[src/rtl/rc4_nibble_ctrl.sv]
// RC4 sequencer for 4-bit words: owns the 16x4 S array and the key store,
// and runs identity init, KSA and PRGA, streaming keystream over valid/ready.
module rc4_nibble_ctrl (
  input  logic       clk,
  input  logic       rst,
  input  logic       key_wr,
  input  logic [3:0] key_addr,
  input  logic [3:0] key_data,
  input  logic [3:0] key_len,
  input  logic       start,
  input  logic       abort,
  input  logic       ks_ready,
  output logic [3:0] ks_out,
  output logic       ks_valid,
  output logic       busy,
  output logic       ksa_done
);

  typedef enum logic [3:0] {
    IDLE, INIT, KSA_J, KSA_SWAP, PRG_I, PRG_J, PRG_SWAP, PRG_OUT, PRG_WAIT
  } state_t;

  state_t     state_q, state_d;
  logic [3:0] i_q, i_d;
  logic [3:0] j_q, j_d;
  logic [3:0] k_q, k_d;
  logic [3:0] klast_q, klast_d;
  logic [3:0] ks_out_q, ks_out_d;
  logic       ks_valid_q, ks_valid_d;
  logic       ksa_done_q, ksa_done_d;
  logic [3:0] s_q   [16];
  logic [3:0] s_d   [16];
  logic [3:0] key_q [16];
  logic [3:0] key_d [16];
  logic [3:0] out_idx;

  always_ff @(posedge clk or posedge rst) begin
    if (rst) begin
      state_q    <= IDLE;
      i_q        <= '0;
      j_q        <= '0;
      k_q        <= '0;
      klast_q    <= '0;
      ks_out_q   <= '0;
      ks_valid_q <= 1'b0;
      ksa_done_q <= 1'b0;
    end else begin
      state_q    <= state_d;
      i_q        <= i_d;
      j_q        <= j_d;
      k_q        <= k_d;
      klast_q    <= klast_d;
      ks_out_q   <= ks_out_d;
      ks_valid_q <= ks_valid_d;
      ksa_done_q <= ksa_done_d;
    end
  end

  // Storage arrays are deliberately left out of reset; contents are rebuilt by INIT.
  always_ff @(posedge clk) begin
    s_q   <= s_d;
    key_q <= key_d;
  end

  always_comb begin
    state_d = state_q;
    if (abort) begin
      state_d = IDLE;
    end else begin
      case (state_q)
        IDLE:     if (start) state_d = INIT;
        INIT:     if (i_q == 4'd15) state_d = KSA_J;
        KSA_J:    state_d = KSA_SWAP;
        KSA_SWAP: state_d = (i_q == 4'd15) ? PRG_I : KSA_J;
        PRG_I:    state_d = PRG_J;
        PRG_J:    state_d = PRG_SWAP;
        PRG_SWAP: state_d = PRG_OUT;
        PRG_OUT:  state_d = PRG_WAIT;
        PRG_WAIT: if (ks_valid_q && ks_ready) state_d = PRG_I;
        default:  state_d = IDLE;
      endcase
    end
  end

  always_comb begin
    i_d        = i_q;
    j_d        = j_q;
    k_d        = k_q;
    klast_d    = klast_q;
    ks_out_d   = ks_out_q;
    ks_valid_d = ks_valid_q;
    ksa_done_d = ksa_done_q;
    s_d        = s_q;
    key_d      = key_q;
    out_idx    = s_q[i_q] + s_q[j_q];
    case (state_q)
      IDLE: begin
        if (key_wr) key_d[key_addr] = key_data;
        if (start) begin
          i_d     = '0;
          k_d     = '0;
          // len-1 in 4 bits maps key_len=0 onto 15, i.e. a 16-nibble key.
          klast_d = key_len - 4'd1;
        end
      end
      INIT: begin
        s_d[i_q] = i_q;
        i_d      = i_q + 4'd1;
        if (i_q == 4'd15) begin
          j_d = '0;
          k_d = '0;
        end
      end
      KSA_J: j_d = j_q + s_q[i_q] + key_q[k_q];
      KSA_SWAP: begin
        s_d[i_q] = s_q[j_q];
        s_d[j_q] = s_q[i_q];
        k_d      = (k_q == klast_q) ? 4'd0 : k_q + 4'd1;
        i_d      = i_q + 4'd1;
        if (i_q == 4'd15) begin
          j_d        = '0;
          ksa_done_d = 1'b1;
        end
      end
      PRG_I: i_d = i_q + 4'd1;
      PRG_J: j_d = j_q + s_q[i_q];
      PRG_SWAP: begin
        s_d[i_q] = s_q[j_q];
        s_d[j_q] = s_q[i_q];
      end
      PRG_OUT: begin
        ks_out_d   = s_q[out_idx];
        ks_valid_d = 1'b1;
      end
      PRG_WAIT: if (ks_valid_q && ks_ready) ks_valid_d = 1'b0;
      default: ;
    endcase
    if (abort) begin
      ks_valid_d = 1'b0;
      ksa_done_d = 1'b0;
    end
  end

  assign ks_out   = ks_out_q;
  assign ks_valid = ks_valid_q;
  assign ksa_done = ksa_done_q;
  assign busy     = (state_q != IDLE);

endmodule

[config.mk]
export PLATFORM = sky130hd
export DESIGN_NAME = rc4_nibble_ctrl
export DESIGN_NICKNAME = d
export VERILOG_FILES = /design/src/rtl/rc4_nibble_ctrl.sv
export SDC_FILE = /design/constraint.sdc
export NUM_CORES = 1
export LEC_CHECK = 0
export CAP_MARGIN = 20
export CORE_MARGIN = 5
export CORE_UTILIZATION = 63
export CTS_CLUSTER_SIZE = 16
export DETAILED_ROUTE_END_ITERATION = 6
export GPL_TIMING_DRIVEN = 0
export PLACE_DENSITY = 0.81
export SLEW_MARGIN = 10
export SYNTH_ARGS = -nofsm -noshare
export SYNTH_HDL_FRONTEND = slang
export SYNTH_SLANG_ARGS = --single-unit
export TNS_END_PERCENT = 100
[constraint.sdc]
create_clock -name clk -period 4.7 [get_ports clk]
set_input_delay 0.705 -clock clk [delete_from_list [all_inputs] [get_ports clk]]
set_output_delay 0.705 -clock clk [all_outputs]
set_load 0.05 [all_outputs]
## Word-level counts from Yosys, hierarchy flattened

Cells that the tools add are included.

| storage, ports and cells | value |
|---|---|
| bits in registers | 154 |
| word-level logic and storage cells | 140 |
| input port bits | 18 |

| cells by class | value |
|---|---|
| reductions and logical operators | 24 |
| eq/ne operators | 16 |
| mux-type cells | 41 |
| $lt $le $gt $ge | 8 |
| add/sub/neg operators | 6 |
| bitwise operators | 5 |

Operators with widths:

| operator | count |
|---|---|
| bitwise mux 64 bit | 4 |
| case mux 64 bit (2 select lines) | 1 |
| 2-to-1 mux 4 bit | 18 |
| binary-select mux 4 bit (select 4 bit) | 4 |
| demux 4 bit (select 4 bit) | 3 |
| case mux 4 bit (9 select lines) | 1 |
| >= comparator 5 bit, second input constant | 5 |
| inverter 4 -> 5 bit | 5 |
| case mux 4 bit (3 select lines) | 2 |
| equality test 4 x 3 -> 1 bit, second input constant | 4 |
| < comparator 5 x 1 -> 1 bit, second input constant | 3 |
| adder 4 bit | 3 |
| AND reduction 2 bit | 6 |
| != test 3 bit, second input constant | 3 |
| nonzero test 3 bit | 3 |
| adder 4 x 1 -> 4 bit, second input constant | 2 |
| equality test 4 x 2 -> 1 bit, second input constant | 2 |
| equality test 4 bit, second input constant | 2 |
| case mux 4 bit (2 select lines) | 1 |
| nonzero test 2 bit | 4 |
| AND reduction 3 bit | 2 |
| 2-to-1 mux 1 bit | 5 |
| equality test 4 x 1 -> 1 bit, second input constant | 1 |
| equality test 4 bit | 1 |
| other kinds (10) | 15 |

## Longest topological paths before layout

| depth | value |
|---|---|
| word-level depth | 9 |
| gate-level depth with buffers | 14 |
| mapped depth without buffers | 11 |

## Least setup slack after synthesis

No wires, ideal clock.

| path | value |
|---|---|
| kind | register -> register |
| start | register i_q[1] |
| end | register ks_out_q[0], in the netlist ks_out[0] |
| path buffers | 5 |
| data required time | 4.568 ns |
| arrival | 4.153 ns |
| slack | 0.414 ns |
| stages on the path, launching flop included | 12 |
| library setup time | 0.132 ns |
| cells stage by stage | dfrtp_1 -> clkbuf_1 -> clkbuf_1 -> mux4_2 -> mux4_2 -> buf_2 -> ha_1 -> buf_2 -> clkbuf_1 -> mux4_2 -> a2111oi_0 -> o31ai_1 |

| between the ends | value |
|---|---|
| cells in the longest elaborated chain, start to end | 9 |

Ends and longest elaborated chain:

| element | line | text |
|---|---|---|
| start: declaration | 24 | `logic [3:0] i_q, i_d;` |
| start signal: assignment | 49 | `i_q <= i_d;` |
| inverter 4 -> 5 bit (not written as such) | 95 | `out_idx = s_q[i_q] + s_q[j_q];` |
| binary-select mux 4 bit (select 4 bit) | 95 |  |
| 2-to-1 mux 4 bit (not written as such) (2 in series) | 95 |  |
| adder 4 bit | 95 |  |
| inverter 4 -> 5 bit (not written as such) | 132 | `ks_out_d = s_q[out_idx];` |
| binary-select mux 4 bit (select 4 bit) | 132 |  |
| 2-to-1 mux 4 bit (not written as such) (2 in series) | 132 |  |
| end signal: assignment | 53 | `ks_out_q <= ks_out_d;` |
| end: declaration | 28 | `logic [3:0] ks_out_q, ks_out_d;` |

Every way passes these cells. The select of a mux whose other input is x is not followed.
A chain may end at the register's enable or synchronous reset.

## Final worst setup path

| path | value |
|---|---|
| start | register j_q[0] |
| end | register ks_out_q[0], in the netlist ks_out[0] |

| between the ends | value |
|---|---|
| cells in the longest elaborated chain, start to end | 9 |

Ends and longest elaborated chain:

| element | line | text |
|---|---|---|
| start: declaration | 25 | `logic [3:0] j_q, j_d;` |
| start signal: assignment | 50 | `j_q <= j_d;` |
| inverter 4 -> 5 bit (not written as such) | 95 |  |
| binary-select mux 4 bit (select 4 bit) | 95 |  |
| 2-to-1 mux 4 bit (not written as such) (2 in series) | 95 |  |
| adder 4 bit | 95 |  |
| inverter 4 -> 5 bit (not written as such) | 132 |  |
| binary-select mux 4 bit (select 4 bit) | 132 |  |
| 2-to-1 mux 4 bit (not written as such) (2 in series) | 132 |  |

Every way passes these cells. The select of a mux whose other input is x is not followed.

==> results.py <==
metrics = {
    "setup_path": {
        "reg2reg_to": "ks_out[0]$_DFFE_PP0N_",
        "worst-path-stages": 12,
        "path_cells": "buf_2 > buf_6 > mux4_2 > mux4_2 > buf_2 > ha_1 > inv_1 > fa_2 > clkbuf_2 > mux4_2 > a2111oi_1 > o31ai_1",
        "crit_required_ps": 5000,
        "worst-r2r-setup-slack_ps": 100,
        "r2r_cells": 12,
        "worstPathArrival_ps": 4910,
        "crit_slowest_cell": "mux4_2",
        "r2r_start": "j_q[0]$_DFFE_PP0P_",
        "crit_path_end": "ks_out[0]$_DFFE_PP0N_",
        "critPathMaxFanout": 10,
        "crit_top_cell": "mux4_2",
        "slowest_delay_ps": 630,
        "start_kind": "flop",
        "end_kind": "flop",
        "startpoint": "j_q[0]$_DFFE_PP0P_",
        "cp_num_buf_inv": 5,
        "critical_path.top_delay_family": "multiplexers",
        "critPathKind": "reg2reg",
    },
    "global_routing": {
        "overflow": 0,
        "antenna_found_initial": 0,
        "grt_usage": 0.3512,
        "grt_max_degree": 27,
        "grt_pass1_wl_um": 42850,
        "grt_pass1_vias": 6989,
    },
    "synth": {
        "synth_area_per_cell_sq_um": 12.20,
        "synthesis.area_sq_um": 9148,
        "yosysUniqueCellTypes": 51,
        "synth-seq-cells": 154,
        "synth_edf_count": 128,
        "async_flop_share": 0.1688,
        "yosysWarnings": 0,
        "ys_seq_area_frac": 0.4913,
        "ys.flop_type": "edfxtp_1",
        "synthesis.nets": 786,
        "syn-instance-count": 750,
    },
    "routing": {
        "ant_nets": 0,
        "route.detailed.wl_per_inst_um": 29.03,
        "first_pass_iters": 6,
        "vias": 7445,
        "drt_iter0_markers": 1326,
        "via_per_inst": 7.520,
        "drc": 0,
        "drt-total-wl_um": 28740,
    },
    "clock_tree": {
        "cts.clk_slew.worst_paths_ps": 80,
        "clock_latency_ps": 440,
        "htree_levels": 4,
        "cts_max_path_buffers": 2,
        "hold_buffers": 0,
        "cts.sinks": 154,
        "cts_buffers": 17,
        "cts_tree": "done",
        "cts_root_buffer": "clkbuf_16",
    },
    "die": {
        "initial_core_util": 0.6366,
        "fp.dieW_um": 130.5,
        "die_h_um": 130.5,
        "die_area_sq_um": 17030,
        "core.rowCount": 44,
        "core_area_sq_um": 14370,
        "ioPinCount": 25,
    },
    "timing": {
        "timing.fmax_mhz": 217.2,
        "finalCritPeriodShare": 0.9797,
        "fin_worst_skew_ps": 10.51,
        "slew_headroom": 0.3766,
        "slew_violations": 0,
        "finalWorstSetupSlack_ps": 95.53,
        "min_period_ps": 4604,
        "hold_viol_final": 0,
        "worstMarginPinSlew_ps": 935.1,
        "setup_viol": 0,
    },
    "placed_design": {
        "dpl.hpwl_um": 20800,
        "port_buffers": 24,
        "routabilityCongestion": 1.078,
        "pre_cts_ws_ps": -763.6,
    },
    "pwr": {
        "pwr-share-comb": 0.533,
        "ir_drop_mv": 0.4263,
        "power_density_nw_per_um2": 624.4,
        "p_seq_frac": 0.251,
        "switching_share": 0.4472,
        "clkPwrFrac": 0.216,
        "p_leak_nw": 3.220,
        "p_switching_mw": 2.870,
        "fin_total_pwr_mw": 6.417,
        "internal_power_mw": 3.548,
    },
    "finish": {
        "drive_above_1_share": 0.1650,
        "diodes": 0,
        "fill_cells": 987,
        "layout.nets": 829,
        "syn2layout_area_growth_pct": 12.35,
    },
    "run": {
        "drv_cap": 0,
    },
    "worst_hold_path": {
        "hp-class": "reg2reg",
    },
    "run_status": {
        "outcome": "completed",
    },
}
## metrics by stage
step / instance area [sq um] / hold slack [ps] / setup TNS [ps] / utilization / std cells
finish: 10280 / 488.7 / 0 / 0.7153 / 990
global route: 10280 / 517.1 / -59.01 / 0.7153 / 990
CTS: 10230 / 486.1 / 0 / 0.7123 / 989
detailed placement: 9629 / 471.1 / -3264 / 0.6702 / 959
global placement: 9618 / 463.8 / -3120 / 0.6694 / 958
floorplan: 9148 / 514.5 / 0 / - / 750
## layout by cell type (no fill, tap or decap), drive strengths merged, types with 2 or more instances in the layout
master	instances
nand2b	6
inv	21
a221oi	4
xor2	10
nor4	3
clkbuf	50
ha	15
nand3b	2
nor2	75
xnor2	4
o31ai	4
a22oi	50
fa	3
a31oi	2
nor3	18
nand3	19
nor2b	17
or3	2
dfrtp	26
and3	3
and2	3
o22ai	42
or2	4
nand4	2
a21o	6
clkinv	10
a22o	4
o21ai	13
nand2	64
a2111oi	4
buf	24
edfxtp	128
clkdlybuf4s50	24
mux4	75
a21oi	58
## final cells by class
| class | count | area (sq um) | share of cell area |
|---|---|---|---|
| Timing Repair Buffer | 26 | 266.5 | 0.02593 |
| Inverter | 16 | 60.06 | 0.005844 |
| Clock buffer | 17 | 425.4 | 0.04139 |
| Tap cell | 184 | 230.2 | 0.02240 |
| Clock inverter | 15 | 178.9 | 0.01741 |
| Multi-Input combinational cell | 522 | 4364 | 0.4246 |
| Buffer | 56 | 257.7 | 0.02508 |
| Sequential cell | 154 | 4494 | 0.4373 |
## timing repair
action / CTS / global route
resized for setup: 6 / 11
hold endpoints to repair: 0 / 0
buffers inserted: 0 / 0
setup endpoints to repair: 5 / 5
pin swaps: 0 / 0
## cell families after synthesis
kind of cell	Yosys count	synth area share
AOI/OAI and AO/OA	192	0.1357
DFF	154	0.4913
adders and majority gates	18	0.02708
xor gates and xnor gates	14	0.01340
buffers and inverters	74	0.03351
and+or+nand+nor	221	0.1096
muxes	77	0.1894
## how the worst min path moves through the flow
stage / startpoint / to / slack [ps] / cells past startpoint
after floorplan: klast_q[1]$_DFFE_PP0P_ / klast_q[1]$_DFFE_PP0P_ / 510 / 2
after global placement: ks_out[3]$_DFFE_PP0N_ / ks_out[3]$_DFFE_PP0N_ / 460 / 2
after detailed placement: ks_out[1]$_DFFE_PP0N_ / ks_out[1]$_DFFE_PP0N_ / 470 / 2
after CTS: ks_out[1]$_DFFE_PP0N_ / ks_out[1]$_DFFE_PP0N_ / 490 / 2
after global routing: ks_out[1]$_DFFE_PP0N_ / ks_out[1]$_DFFE_PP0N_ / 520 / 2
final: ks_out[1]$_DFFE_PP0N_ / ks_out[1]$_DFFE_PP0N_ / 490 / 2
## synth_stat cells (10+ instances only)
cell type	instances	area [sq um]
a22oi_1	50	375.4
nor2_1	75	281.5
nand3_1	19	95.09
inv_1	16	60.06
nor3_1	18	90.09
dfrtp_1	26	650.6
nor2b_1	17	106.4
o22ai_1	42	262.8
ha_1	15	187.7
edfxtp_1	128	3844
a21oi_1	57	285.3
o21ai_0	12	60.06
clkbuf_1	36	135.1
xor2_1	10	87.58
buf_2	14	70.07
mux4_2	69	1554
nand2_1	64	240.2
## power by group through the flow
stage | logic (mW) | clock network [mW] | registers, mW
final | 3.42 | 1.39 | 1.61
after global routing | 3.61 | 1.44 | 1.61
after CTS | 3.22 | 1.38 | 1.61
after detailed placement | 3.20 | 0 | 1.64
after global placement | 3.15 | 0 | 1.63
after floorplan | 2.30 | 0 | 1.61
## metal layers
layer	share of wire	routed length, um	track usage	vias up
li1	-	-	-	3045
met1	0.37	10640	0.4983	3637
met2	0.45	12800	0.5116	675
met3	0.16	4509	0.1411	86
met4	0.025	729	0.08893	2
met5	0.0022	64	0.02941	-
## worst reg2reg max path, delay by kind of cell (launching register included)
| kind | cells | cell delay [ps] |
|---|---|---|
| compound gates | 2 | 630 |
| buf+inv | 5 | 1190 |
| flops | 1 | 360 |
| mux | 3 | 1500 |
| fa+ha+maj | 2 | 780 |
## registers in the layout, summed over array words and instances (netlist names)
name,count
key_q,64
s_q,64
i_q,4
j_q,4
k_q,4
klast_q,4
ks_out,4
state_q,4
ks_valid,1
ksa_done,1
Power figures use the tool's default switching activity.
==> RTL change, RTL diff (same flow settings) <==
Take the reset off `j_q` and load it in a clocked block of its own.
--- a/src/rtl/rc4_nibble_ctrl.sv
+++ b/src/rtl/rc4_nibble_ctrl.sv
@@ -38,7 +38,6 @@
     if (rst) begin
       state_q    <= IDLE;
       i_q        <= '0;
-      j_q        <= '0;
       k_q        <= '0;
       klast_q    <= '0;
       ks_out_q   <= '0;
@@ -47,13 +46,16 @@
     end else begin
       state_q    <= state_d;
       i_q        <= i_d;
-      j_q        <= j_d;
       k_q        <= k_d;
       klast_q    <= klast_d;
       ks_out_q   <= ks_out_d;
       ks_valid_q <= ks_valid_d;
       ksa_done_q <= ksa_done_d;
     end
+  end
+
+  always_ff @(posedge clk) begin
+    j_q <= j_d;
   end
 
   // Storage arrays are deliberately left out of reset; contents are rebuilt by INIT.
Formal check against the unedited RTL: no difference found for any inputs over 4 cycles, from zero or initial values and one cycle with rst high; that may be too few to reach the edited logic, so the function may still have changed.
==> RTL change against the unedited design <==
First-iteration DRC count decreased by 36%; non-clock buffer count is 4 lower; count of clock-buffer cells in the layout rose by 1; sequential cell count did not move; sequential share of layout area up 0.59 points; highest routed layer is now met4; clock skew about the same; final area down 0.89%; worst setup slack got worse by 0.032 ns; routed wire length is 5.8% lower; die area down 0.23%; largest cell class unchanged; total power fell by 7.5%; area after synthesis down 0.25%; core utilization fell by 0.64 points.
==> RTL change: results (changes against the unedited design) <==
Status -> completed
Area fraction in compound gates after synthesis -> 0.128 (-0.00803)
# nets final -> 808 (-2.5%)
Multi-input combinational area share -> 0.424 (-0.000735)
Layout cells sized above 1 -> 0.162 (-0.00323)
Wire per inst -> 28.0 µm (-3.7%)
Vias in the first global route -> 6,905 (-1.2%)
Multi-In Gates -> 508 (-2.7%)
Reg2reg end -> ks_out[2]
Nonclk buf count -> 78 (-4.9%)
Clock Buffer Count -> 18 (+1)
Invs w/o clock -> 13 (-3)
DPL Wire Length -> 19,500 µm (-6.1%)
Worst r2r src -> j_q[1]
Via density -> 7.29 (-3.1%)
DRT met1 WL -> 9280 µm (-13%)
Placed cell count -> 942 (-1.8%)
Sequential cell area share -> 0.443 (+0.00589)
PD cells -> 583 mW/mm² (-6.7%)
P_leak -> 3.17 nW (-1.7%)
Placer Congestion -> 1.03 (-4.5%)
Hold path start -> ks_out[3]
Largest net degree at the start of global routing -> 23 (-15%)
Gr usage total -> 0.336 (-0.0152)
Combinational cell fraction of total power -> 0.488 (-0.045)
Pre-CTS WS -> -0.771 ns (-0.00785 ns)
Clock-cell share -> 0.0579 (-0.000946)
DR top layer -> met4
Hold_ws -> 0.485 ns (-0.00407 ns)
Worst VDD drop -> 309 µV (-28%)
DR iter-0 viols -> 849 (-36%)
Post-synthesis mux area share -> 0.200 (+0.0105)
Filler cells -> 995 (+0.81%)
Average cell area after synthesis -> 12.4 µm² (+2.1%)
Setup slack, reg-to-reg -> 0.06 ns (-0.03 ns)
Post-synth EDFFs -> 132 (+3.1%)
Buffering overhead -> 0.0477 (-0.00335)
Post-synth net total -> 769 (-2.2%)
Worst min-delay path category -> flip-flop to flip-flop
Routed wl met3 -> 3060 µm (-32%)
R2r worst-path depth -> 11 (-1)
Met2 WL -> 13,700 µm (+6.7%)
Adder-cell share of the synthesized area -> 0.0271 (+0.0000668)
Global routing usage on met3 -> 0.0847 (-0.0563)
Synth top area cells -> edfxtp_1, mux4_2, dfrtp_1, a22oi_1, o22ai_1
Fraction of registers with async set/reset -> 0.143 (-0.0260)
Hold Crit Endpoint -> ks_out[3]
Multi-input logic area -> 0.00432 mm² (-1.1%)
Global-route wire length before repair -> 41,000 µm (-4.2%)
Clock skew -> 0.0107 ns (+0.000189 ns)
Global routing usage on met2 -> 0.560 (+0.0485)
Seq/Total Area, Yosys -> 0.495 (+0.00341)
Commonest cells post-synth -> edfxtp_1, mux4_2, nand2_1, nor2_1, o22ai_1
-- RTL change: cell types whose count changed after synthesis, sizes merged, moves of 4 or more --
cell     unedited run  this run
a2111oi             4         0
a21oi              58        43
a22oi              50        44
dfrtp              26        22
edfxtp            128       132
mux2i               1        12
nand2              64        68
nor2               75        66
o22ai              42        46
xnor2               4         9
xor2               10         6
-- RTL change: worst max path at each step --
stage / to / slack [ns] / depth (start not counted)
after floorplan: j_q[2] / 0.66 / 12
after global placement: ks_out[1] / -0.71 / 14
after detailed placement: ks_out[1] / -0.77 / 14
after CTS: ks_out[1] / 0.07 / 9
after global routing: ks_out[1] / 0.002 / 11
final: ks_out[2] / 0.06 / 11
-- RTL change: worst max-delay path, cell delays in order, from the launching register on --
cell and delay, ns:
edfxtp_1 0.60, buf_6 0.24, buf_2 0.32, mux4_2 0.40
mux4_2 0.63, buf_1 0.37, ha_1 0.46, xor2_1 0.25
clkbuf_1 0.52, mux2i_1 0.43, and3_1 0.22, o31ai_1 0.07
